$ cat config.mk
export PLATFORM = sky130hd
export DESIGN_NAME = serial_adder
export DESIGN_NICKNAME = d
export VERILOG_FILES = /design/src/rtl/serial_adder_pkg.sv /design/src/rtl/FullAdder.sv /design/src/rtl/serial_adder.sv
export SDC_FILE = /design/constraint.sdc
export NUM_CORES = 1
export LEC_CHECK = 0
export ABC_AREA = 1
export BUFFER_PORTS_ARGS = -buffer_cell sky130_fd_sc_hd__buf_4
export CAP_MARGIN = 20
export CORE_MARGIN = 2
export CORE_UTILIZATION = 58
export DETAILED_ROUTE_END_ITERATION = 12
export GPL_TIMING_DRIVEN = 0
export MAX_ROUTING_LAYER = met4
export PLACE_DENSITY_LB_ADDON = 0.05
export SLEW_MARGIN = 30
export SYNTH_ARGS = -nofsm -noshare
export SYNTH_HDL_FRONTEND = slang
export SYNTH_SLANG_ARGS = --single-unit
$ cat constraint.sdc
create_clock -name clk -period 2.85 [get_ports clk]
set_input_delay 0.285 -clock clk [delete_from_list [all_inputs] [get_ports clk]]
set_output_delay 0.285 -clock clk [all_outputs]
set_load 0.005 [all_outputs]
$ cat src/rtl/serial_adder_pkg.sv
// Shared definitions for the bit-serial adder.
// Provides the FSM state encoding and the default operand width.
package serial_adder_pkg;

  localparam int WIDTH_DEFAULT = 8;

  typedef enum logic [1:0] {
    IDLE = 2'd0,
    RUN  = 2'd1,
    DONE = 2'd2
  } state_e;

endpackage

$ cat src/rtl/FullAdder.sv
// One-bit full-adder cell.
// Ports:
//   i1, i2 : addend bits
//   cin    : carry in
//   s      : sum bit
//   c      : carry out
module FullAdder (
  input  logic i1,
  input  logic i2,
  input  logic cin,
  output logic s,
  output logic c
);

  assign s = i1 ^ i2 ^ cin;
  assign c = (i1 & i2) | (cin & (i1 ^ i2));

endmodule

$ cat src/rtl/serial_adder.sv
// Bit-serial WIDTH-bit adder. Operands are captured on an accepted start
// and fed LSB-first, one bit per clock, through a single full-adder cell.
// The carry lives in a flop between bits; the sum is assembled in a shift
// register and published, together with cout/overflow, on the last bit.
// Ports:
//   clk      : rising-edge clock
//   rst      : synchronous, active-high reset (clears all state)
//   start    : begin an add; sampled only while idle
//   a, b     : WIDTH-bit operands, captured on accepted start
//   cin      : carry-in, captured on accepted start
//   busy     : high while an add is in progress or completing
//   done     : one-cycle pulse when sum/cout/overflow become valid
//   sum      : WIDTH-bit result (modulo 2^WIDTH)
//   cout     : unsigned carry-out of bit WIDTH-1
//   overflow : two's-complement overflow
module serial_adder
  import serial_adder_pkg::*;
#(
  parameter int WIDTH = WIDTH_DEFAULT,
  parameter int CNT_W = $clog2(WIDTH + 1)
) (
  input  logic             clk,
  input  logic             rst,
  input  logic             start,
  input  logic [WIDTH-1:0] a,
  input  logic [WIDTH-1:0] b,
  input  logic             cin,
  output logic             busy,
  output logic             done,
  output logic [WIDTH-1:0] sum,
  output logic             cout,
  output logic             overflow
);

  state_e             state_q,  state_d;
  logic [WIDTH-1:0]   a_sr_q,   a_sr_d;
  logic [WIDTH-1:0]   b_sr_q,   b_sr_d;
  logic [WIDTH-1:0]   sum_sr_q, sum_sr_d;
  logic               carry_q,  carry_d;
  logic               cmsb_q,   cmsb_d;
  logic [CNT_W-1:0]   cnt_q,    cnt_d;
  logic [WIDTH-1:0]   sum_q,    sum_d;
  logic               cout_q,   cout_d;
  logic               ovf_q,    ovf_d;

  logic fa_s;
  logic fa_c;

  FullAdder u_fa (
    .i1  (a_sr_q[0]),
    .i2  (b_sr_q[0]),
    .cin (carry_q),
    .s   (fa_s),
    .c   (fa_c)
  );

  always_comb begin
    state_d  = state_q;
    a_sr_d   = a_sr_q;
    b_sr_d   = b_sr_q;
    sum_sr_d = sum_sr_q;
    carry_d  = carry_q;
    cmsb_d   = cmsb_q;
    cnt_d    = cnt_q;
    sum_d    = sum_q;
    cout_d   = cout_q;
    ovf_d    = ovf_q;
    unique case (state_q)
      IDLE: begin
        if (start) begin
          a_sr_d   = a;
          b_sr_d   = b;
          carry_d  = cin;
          cnt_d    = '0;
          sum_sr_d = '0;
          state_d  = RUN;
        end
      end
      RUN: begin
        a_sr_d   = a_sr_q >> 1;
        b_sr_d   = b_sr_q >> 1;
        sum_sr_d = {fa_s, sum_sr_q[WIDTH-1:1]};
        carry_d  = fa_c;
        cnt_d    = cnt_q + CNT_W'(1);
        // Carry leaving bit WIDTH-2 is the carry into the MSB; keep it for
        // the signed overflow test on the final bit.
        if (cnt_q == CNT_W'(WIDTH - 2)) begin
          cmsb_d = fa_c;
        end
        if (cnt_q == CNT_W'(WIDTH - 1)) begin
          state_d = DONE;
          sum_d   = sum_sr_d;
          cout_d  = fa_c;
          ovf_d   = fa_c ^ cmsb_q;
        end
      end
      DONE: begin
        state_d = IDLE;
      end
      default: begin
        state_d = IDLE;
      end
    endcase
  end

  always_ff @(posedge clk) begin
    if (rst) begin
      state_q  <= IDLE;
      a_sr_q   <= '0;
      b_sr_q   <= '0;
      sum_sr_q <= '0;
      carry_q  <= 1'b0;
      cmsb_q   <= 1'b0;
      cnt_q    <= '0;
      sum_q    <= '0;
      cout_q   <= 1'b0;
      ovf_q    <= 1'b0;
    end else begin
      state_q  <= state_d;
      a_sr_q   <= a_sr_d;
      b_sr_q   <= b_sr_d;
      sum_sr_q <= sum_sr_d;
      carry_q  <= carry_d;
      cmsb_q   <= cmsb_d;
      cnt_q    <= cnt_d;
      sum_q    <= sum_d;
      cout_q   <= cout_d;
      ovf_q    <= ovf_d;
    end
  end

  assign busy     = (state_q != IDLE);
  assign done     = (state_q == DONE);
  assign sum      = sum_q;
  assign cout     = cout_q;
  assign overflow = ovf_q;

endmodule

Word-level counts from Yosys, hierarchy flattened
Cells that the tools add are included.
{"block": "word_totals", "inputBits": 20, "wordCells": 43, "register_bits": 42}
{"block": "classes", "n_addsub": 1, "n_reduce_logical": 7, "mux": 13, "n_eq_ne": 6, "bitwise": 6}
{"cell": "$pmux W8 S2", "count": 3}
{"cell": "$mux W8", "count": 3}
{"cell": "$eq A4 B3 Y1 const B", "count": 2}
{"cell": "$pmux W4 S2", "count": 1}
{"cell": "$reduce_and A2 Y1", "count": 4}
{"cell": "$add A4 B1 Y4 const B", "count": 1}
{"cell": "$mux W2", "count": 2}
{"cell": "$mux W4", "count": 1}
{"cell": "$ne A2 B2 Y1 const B", "count": 2}
{"cell": "$pmux W2 S2", "count": 1}
{"cell": "$reduce_bool A2 Y1", "count": 2}
{"cell": "$xor A1 B1 Y1", "count": 3}
{"cell": "$and A1 B1 Y1", "count": 2}
{"cell": "$eq A2 B1 Y1 const B", "count": 1}
{"cell": "$eq A2 B2 Y1 const B", "count": 1}
{"cell": "$logic_not A2 Y1", "count": 1}
{"cell": "$pmux W1 S2", "count": 1}
{"cell": "$mux W1", "count": 1}
{"cell": "$or A1 B1 Y1", "count": 1}

Longest topological paths before layout
Gate-level depths: netlist (run 1).
{"block": "logic_depth", "ltp_word": 4, "depth_mapped": 8, "mapped_depth_nobuf": 7}

Cells and area by module
From an unflattened synthesis (run 1), not the netlist that was laid out.
{"block": "hier_totals", "cells_unflattened": 265, "hier_area_um2": 1816.7}
{"module": "serial_adder", "cells_each": 264, "area_per_inst_um2": 1796.7, "seq_area_each_um2": 820.8, "instances": 1}
{"module": "FullAdder", "cells_each": 1, "area_per_inst_um2": 20.0, "seq_area_each_um2": 0.0, "instances": 1}

Worst setup path after synthesis (run 1)
Ideal clock, no wire load.
{"block": "synth_path", "path_kind": "register to register", "startpoint": "reg cnt_q[0]", "endpoint": "reg sum_q[0] (netlist: sum[0])", "required_time_ns": 2.736, "path_slack_ns": 1.676, "t_arrival_ns": 1.060, "synth_period_minus_slack_ns": 1.174, "path_buffers": 0, "stages_incl_launch_ff": 8, "path_cell_list": "dfxtp_1 > ha_1 > nand2_1 > nor2_1 > nand2_1 > clkinv_1 > nor2_1 > nor2_1"}
{"block": "synth_between", "elab_chain_len": 2}
{"item": "start: declaration", "line_no": "serial_adder.sv:41", "rtl": "logic [CNT_W-1:0] cnt_q, cnt_d;"}
{"item": "start signal: assignment", "line_no": "serial_adder.sv:125", "rtl": "cnt_q <= cnt_d;"}
{"item": "$eq A4 B3 Y1", "line_no": "serial_adder.sv:90", "rtl": "if (cnt_q == CNT_W'(WIDTH - 1)) begin"}
{"item": "$reduce_and A2 Y1 (no line)"}
{"item": "end signal: assignment", "line_no": "serial_adder.sv:126", "rtl": "sum_q <= sum_d;"}
{"item": "end: declaration", "line_no": "serial_adder.sv:42", "rtl": "logic [WIDTH-1:0] sum_q, sum_d;"}
Every way passes these cells.
A chain may end at the register's enable or synchronous reset.

Worst setup path in the final report (run 1)
{"block": "layout_path", "startpoint": "reg state_q[1]", "endpoint": "out busy"}
{"block": "layout_between", "elab_chain_len": 1}
{"item": "start: declaration", "line_no": "serial_adder.sv:35", "rtl": "state_e state_q, state_d;"}
{"item": "start signal: assignment", "line_no": "serial_adder.sv:119", "rtl": "state_q <= state_d;"}
{"item": "$reduce_bool A2 Y1", "line_no": "serial_adder.sv:132", "rtl": "assign busy = (state_q != IDLE);"}
{"item": "end: declaration", "line_no": "serial_adder.sv:28", "rtl": "output logic busy,"}
Every way passes these cells.

==> results.toml, run 1 <==
[status]
outcome = "completed"

[critical_path]
path_cells = "nor2_1 -> buf_4 -> inv_1 -> buf_4"
cp_slowest_stage_delay_ps = 350
cp.required_ps = 2570
path_common_cell = "buf_4"
critPathMaxFanout = 10
crit_path_end_kind = "primary output"
cp-start-kind = "flip-flop"
slowest_stage = "dfxtp_1"
path_class = "flip-flop to primary output"
crit_arrival_ps = 1460

[logic_synthesis]
synth.ff_latch_count = 41
synth_xor_area_share_pct = 0.484
synth.area.top_cells = "dfxtp_1 45%, nand3_1 13%, nand2_1 13%"
synthFlopType = "dfxtp_1"
synthMuxAreaShare_pct = 0
synth_top_area_cell = "dfxtp_1"
yosysMostFrequentCell = "nand2_1"
synth_top_cells_by_count = "63 x nand2_1, 52 x nor2_1, 48 x nand3_1"
netlist_area_um2 = 1810
syn_nets = 287
synthCells = 264
synth_top_family_by_area = "simple AND/OR/NAND/NOR gates"
synth-async-reset-ratio_pct = 0
synth_edf_count = 0
syn_avg_cell_area_um2 = 6.85
ys_seq_area_share_pct = 45.4
synth_fa_ha_area_share_pct = 2.49
ys.warnings.count = 0
synth_cell_types = 20
synth_compound_area_share_pct = 3.67
synth_top_area_share_pct = 45.4
synth-simple-area-share_pct = 38.2

[power]
peakVddDrop_v = 0.000311
p_leak_nw = 1.05
p_sw_share_pct = 26.4
p_seq_share_pct = 56.2
p_comb_share_pct = 13.8
powerDensity_nw_per_um2 = 504
p_sw_uw = 286
cell_internal_pwr_uw = 798
power.share.clock_pct = 30.0

[cts]
clk_latency_ps = 350
cts_tree = "yes"
post_cts_buffers = 0
numCtsBuffers = 5
cts_root_buf = "clkbuf_4"
ctsHoldBuffers = 0
clockBufferDepth = 2
cts_resized = 0
cts.clk_slew.worst_paths_ps = 120
cts.htree.levels = 2
cts.sinks = 41

[sta]
maxSlewViolCount = 0
final.setup_skew_ps = 7.26
hold_viol_final = 0
min_period_over_period_pct = 61.2
max_freq_mhz = 574
period_needed_ps = 1740
worstMarginPinSlew_ps = 505
setup_viol_count_final = 0
fin_setup_tns_ps = 0
relSlewSlack_pct = 66.0
rsz0062_at_grt = "false"

[grt]
grt_pass1_vias = 1413
track_usage_pct = 24.1
grt.overflow.total = 0
antenna_found_initial = 0
grt_first_pass_wirelength_um = 6250
grt_max_degree = 13

[place]
dpl.hpwl_um = 2770
gp_congestion = 0.825
io_buffers = 31
place_area_um2 = 2080

[routing]
drt-pass1-iter-count = 4
drt_iter0_drc = 99
drcViolationCount = 0
viasPerCell = 5.13
num_vias = 1725
wire_per_inst_um = 11.2
ant_nets = 0
wl_um = 3750

[finish]
syn_to_final_growth_pct = 19.0
antenna_cells = 0
final_area_um2 = 2150
fin_nets = 325
drive_gt1_share_pct = 15.8

[die]
core-area_um2 = 3000
initial_core_util_pct = 60.2
row_count = 20
ioPinCount = 32
die_w_um = 59.9
die_y_um = 59.9
die_area_um2 = 3580

[min_path]
hold_path.class = "input port to flip-flop"

[flow_run]
cap_violations = 0
==> registers in the layout, summed over array words and instances, names as in the netlist <==
register / count
a_sr_q: 8
b_sr_q: 8
sum: 8
sum_sr_q: 7
cnt_q: 4
state_q: 2
carry_q: 1
cmsb_q: 1
cout: 1
overflow: 1
==> through the flow <==
stage	total power [mW]	cells	setup slack, ps	util (%)	hold WS [ps]
CTS	1.09	336	1110	71.7	106
detailed placement	0.772	328	1390	69.4	461
finish	1.08	336	1110	71.7	112
global route	1.14	336	999	71.7	96.0
floorplan	0.718	264	1680	-	388
global placement	0.768	328	1440	69.4	451
==> kinds of logic after synthesis <==
| family | Yosys count |
|---|---|
| XOR/XNOR | 1 |
| buffers and inverters | 40 |
| adder cells (fa/ha/maj) | 3 |
| flip-flops | 41 |
| AO/OA/AOI/OAI | 13 |
| AND/OR/NAND/NOR | 166 |
==> final timing paths <==
path / cells after the start / slack, ps / from / end
setup / recovery: 4 / 1110 / state_q[1] / busy
hold / removal: 3 / 110 / a[7] / a_sr_q[7]
setup reg to reg: 7 / 1360 / cnt_q[0] / sum[0]
hold reg to reg: 2 / 480 / sum[4] / sum[4]
==> critical path, delay by kind of cell (launching register included) <==
family,cells,cell delay [ps]
DFF,1,350
and+or+nand+nor,1,330
buffers and inverters,3,420
==> routing by layer <==
layer,global-route usage (%),up-vias,share of wire [%]
li1,-,898,-
met1,32.0,768,47
met2,34.5,53,44
met3,7.14,6,6.9
met4,8.89,0,1.6
met5,-,-,0
==> area by class of cell <==
type	count	area, um2
fill	280	850
sequential	41	821
multi-input combinational	183	812
timing repair buffer	31	233
inverter	29	109
buffer	11	67.6
clock buffer	7	65.1
tap	33	41.3
clock inverter	1	5.00
==> power by group through the flow <==
| stage | logic (mW) | clock network, mW | registers [mW] |
|---|---|---|---|
| after floorplan | 0.0992 | 0 | 0.619 |
| after global placement | 0.147 | 0 | 0.622 |
| after detailed placement | 0.149 | 0 | 0.623 |
| after CTS | 0.150 | 0.333 | 0.609 |
| after global routing | 0.168 | 0.360 | 0.612 |
| final | 0.150 | 0.325 | 0.609 |
==> placed cells by master, fill, tap and decap left out, types with 3 or more instances in the layout <==
| cell | instances |
|---|---|
| o21ai_0 | 10 |
| nor2_1 | 52 |
| nand2_1 | 63 |
| inv_1 | 28 |
| dfxtp_1 | 41 |
| clkbuf_4 | 5 |
| buf_2 | 3 |
| nand3_1 | 48 |
| buf_4 | 33 |
| buf_1 | 3 |
(Power assumes the default switching activity.)
==> run 2: changes to the inputs <==
--- a/config.mk
+++ b/config.mk
@@ -9,7 +9,7 @@
 export BUFFER_PORTS_ARGS = -buffer_cell sky130_fd_sc_hd__buf_4
 export CAP_MARGIN = 20
 export CORE_MARGIN = 2
-export CORE_UTILIZATION = 58
+export CORE_UTILIZATION = 49
 export DETAILED_ROUTE_END_ITERATION = 12
 export GPL_TIMING_DRIVEN = 0
 export MAX_ROUTING_LAYER = met4
==> constraint.sdc (replaced) <==
create_clock -name clk -period 1.45 [get_ports clk]
set_input_delay 0.145 -clock clk [delete_from_list [all_inputs] [get_ports clk]]
set_output_delay 0.145 -clock clk [all_outputs]
set_load 0.005 [all_outputs]
==> run 2 against run 1 <==
Effect of this change:
- total power increased by 110%
- largest cell class is now multi-input gates
- sequential share of layout area decreased by 1.2 points
- highest routed layer unchanged
- wire length increased by 5.0%
- largest power group unchanged
==> results.toml, run 2 (synthesized netlist as in run 1, its figures left out) <==
[place]
dp_slack_ps = 11.2
place_inst = 343
gp_congestion = 0.860
dpl.hpwl_um = 2870
io_buffers = 31

[die]
initial_core_util_pct = 50.2
die_area_um2 = 4190
die_y_um = 64.8
core-area_um2 = 3610
die_w_um = 64.8
row_count = 22
ioPinCount = 32

[status]
outcome = "completed"

[sta]
setup_viol_count_final = 0
period_needed_ps = 1360
maxSlewViolCount = 0
hold_viol_final = 0
fin_setup_tns_ps = 0
worstMarginPinSlew_ps = 475
min_period_over_period_pct = 93.6
fin_hold_ws_ps = 46.6
fin_ws_ps = 92.8
max_freq_mhz = 737
final.setup_skew_ps = 12.3
relSlewSlack_pct = 68.3
rsz0062_at_grt = "false"

[critical_path]
rrSetupSlack_ps = 140
reg2reg_depth = 8
crit_arrival_ps = 1210
path_class = "flip-flop to primary output"
crit_path_end_kind = "primary output"
cp-start-kind = "flip-flop"
critPathMaxFanout = 10
r2r-end = "a_sr_q[2]"
r2r-start = "state_q[0]"
cp.required_ps = 1310

[min_path]
hold_path.class = "input port to flip-flop"
holdPathEnd = "b_sr_q[7]"
hold_depth = 3
hp-start = "b[7]"

[power]
p_total_mw = 2.32
p_leak_nw = 1.07
peakVddDrop_v = 0.000663
powerDensity_nw_per_um2 = 1040

[routing]
viasPerCell = 4.76
num_vias = 1670
drcViolationCount = 0
ant_nets = 0
drt_iter0_drc = 106
drt-pass1-iter-count = 4
wl_um = 3940
wire_per_inst_um = 11.2

[finish]
syn_to_final_growth_pct = 22.9
multiInputGateArea_um2 = 827
final_common_cell = "nand2_1"
antenna_cells = 0
drive_gt1_share_pct = 17.5
final_cells = 351
fin_nets = 325
regArea_um2 = 821
nFillCells = 362
mostFrequentLayoutCells = "61 x nand2_1, 50 x nor2_1, 48 x nand3_1"

[flow_run]
cap_violations = 0

[grt]
antenna_found_initial = 0
grt_pass1_vias = 1480
grt_max_degree = 13
track_usage_pct = 21.1
grt.overflow.total = 0
grt_first_pass_wirelength_um = 6650

[cts]
cts_tree = "yes"
numCtsBuffers = 5
post_cts_buffers = 0
clk_latency_ps = 300
cts.sinks = 41
cts_root_buf = "clkbuf_8"
cts.htree.levels = 2
clockBufferDepth = 2
cts.clk_slew.worst_paths_ps = 80
==> run 2: changes by cell type in the layout (fill, tap and decap cells not counted), moves of 2 or more <==
cell	delta
nand2_1	-2
nand2_2	+2
clkbuf_4	-5
nor2_1	-2
clkbuf_8	+5
==> run 2: layout make-up <==
| class | count | area share, % |
|---|---|---|
| Clock inverter | 1 | 0.225 |
| Buffer | 11 | 3.15 |
| Multi-Input combinational cell | 183 | 37.2 |
| Sequential cell | 41 | 36.9 |
| Inverter | 29 | 5.01 |
| Clock buffer | 7 | 4.33 |
| Timing Repair Buffer | 31 | 10.5 |
| Tap cell | 48 | 2.70 |
==> run 2: how the worst max path moves through the flow <==
| stage | to | startpoint | slack [ps] |
|---|---|---|---|
| after floorplan | sum[0] | cnt_q[0] | 280 |
| after global placement | sum[0] | cnt_q[0] | 50 |
| after detailed placement | sum[3] | cnt_q[0] | 10 |
| after CTS | busy | state_q[0] | 30 |
| after global routing | sum_sr_q[1] | state_q[0] | 10 |
| final | busy | state_q[0] | 90 |
==> run 2: report_power, final <==
| group | switching, mW | leakage, nW | internal [mW] |
|---|---|---|---|
| combinational | 0.180 | 0.678 | 0.122 |
| clock | 0.390 | 0.0542 | 0.430 |
| sequential | 0.0297 | 0.333 | 1.17 |
==> run 2: worst max-delay path: stages (launching register included) <==
cell,delay (ps)
dfxtp_1,370
nor2_4,170
buf_4,200
inv_1,50
buf_4,120
==> run 2: through the flow <==
stage	utilization (%)	cell area (um2)
floorplan	-	1810
global placement	58.3	2100
detailed placement	58.3	2100
CTS	61.2	2210
global route	61.7	2220
finish	61.7	2220
==> run 2: repair_timing <==
item                                    4_1_cts  5_1_grt
hold buffers                                  0        0
gates resized for setup                       2        8
endpoints found under the setup margin        2       22
pin swaps                                     0        0
==> run 2: metal layers <==
metal  part of all wire [%]  track usage, %
met4                    1.6            7.98
met3                    4.8            4.51
met2                     42            30.0
met1                     51            29.5
met5                      0               -
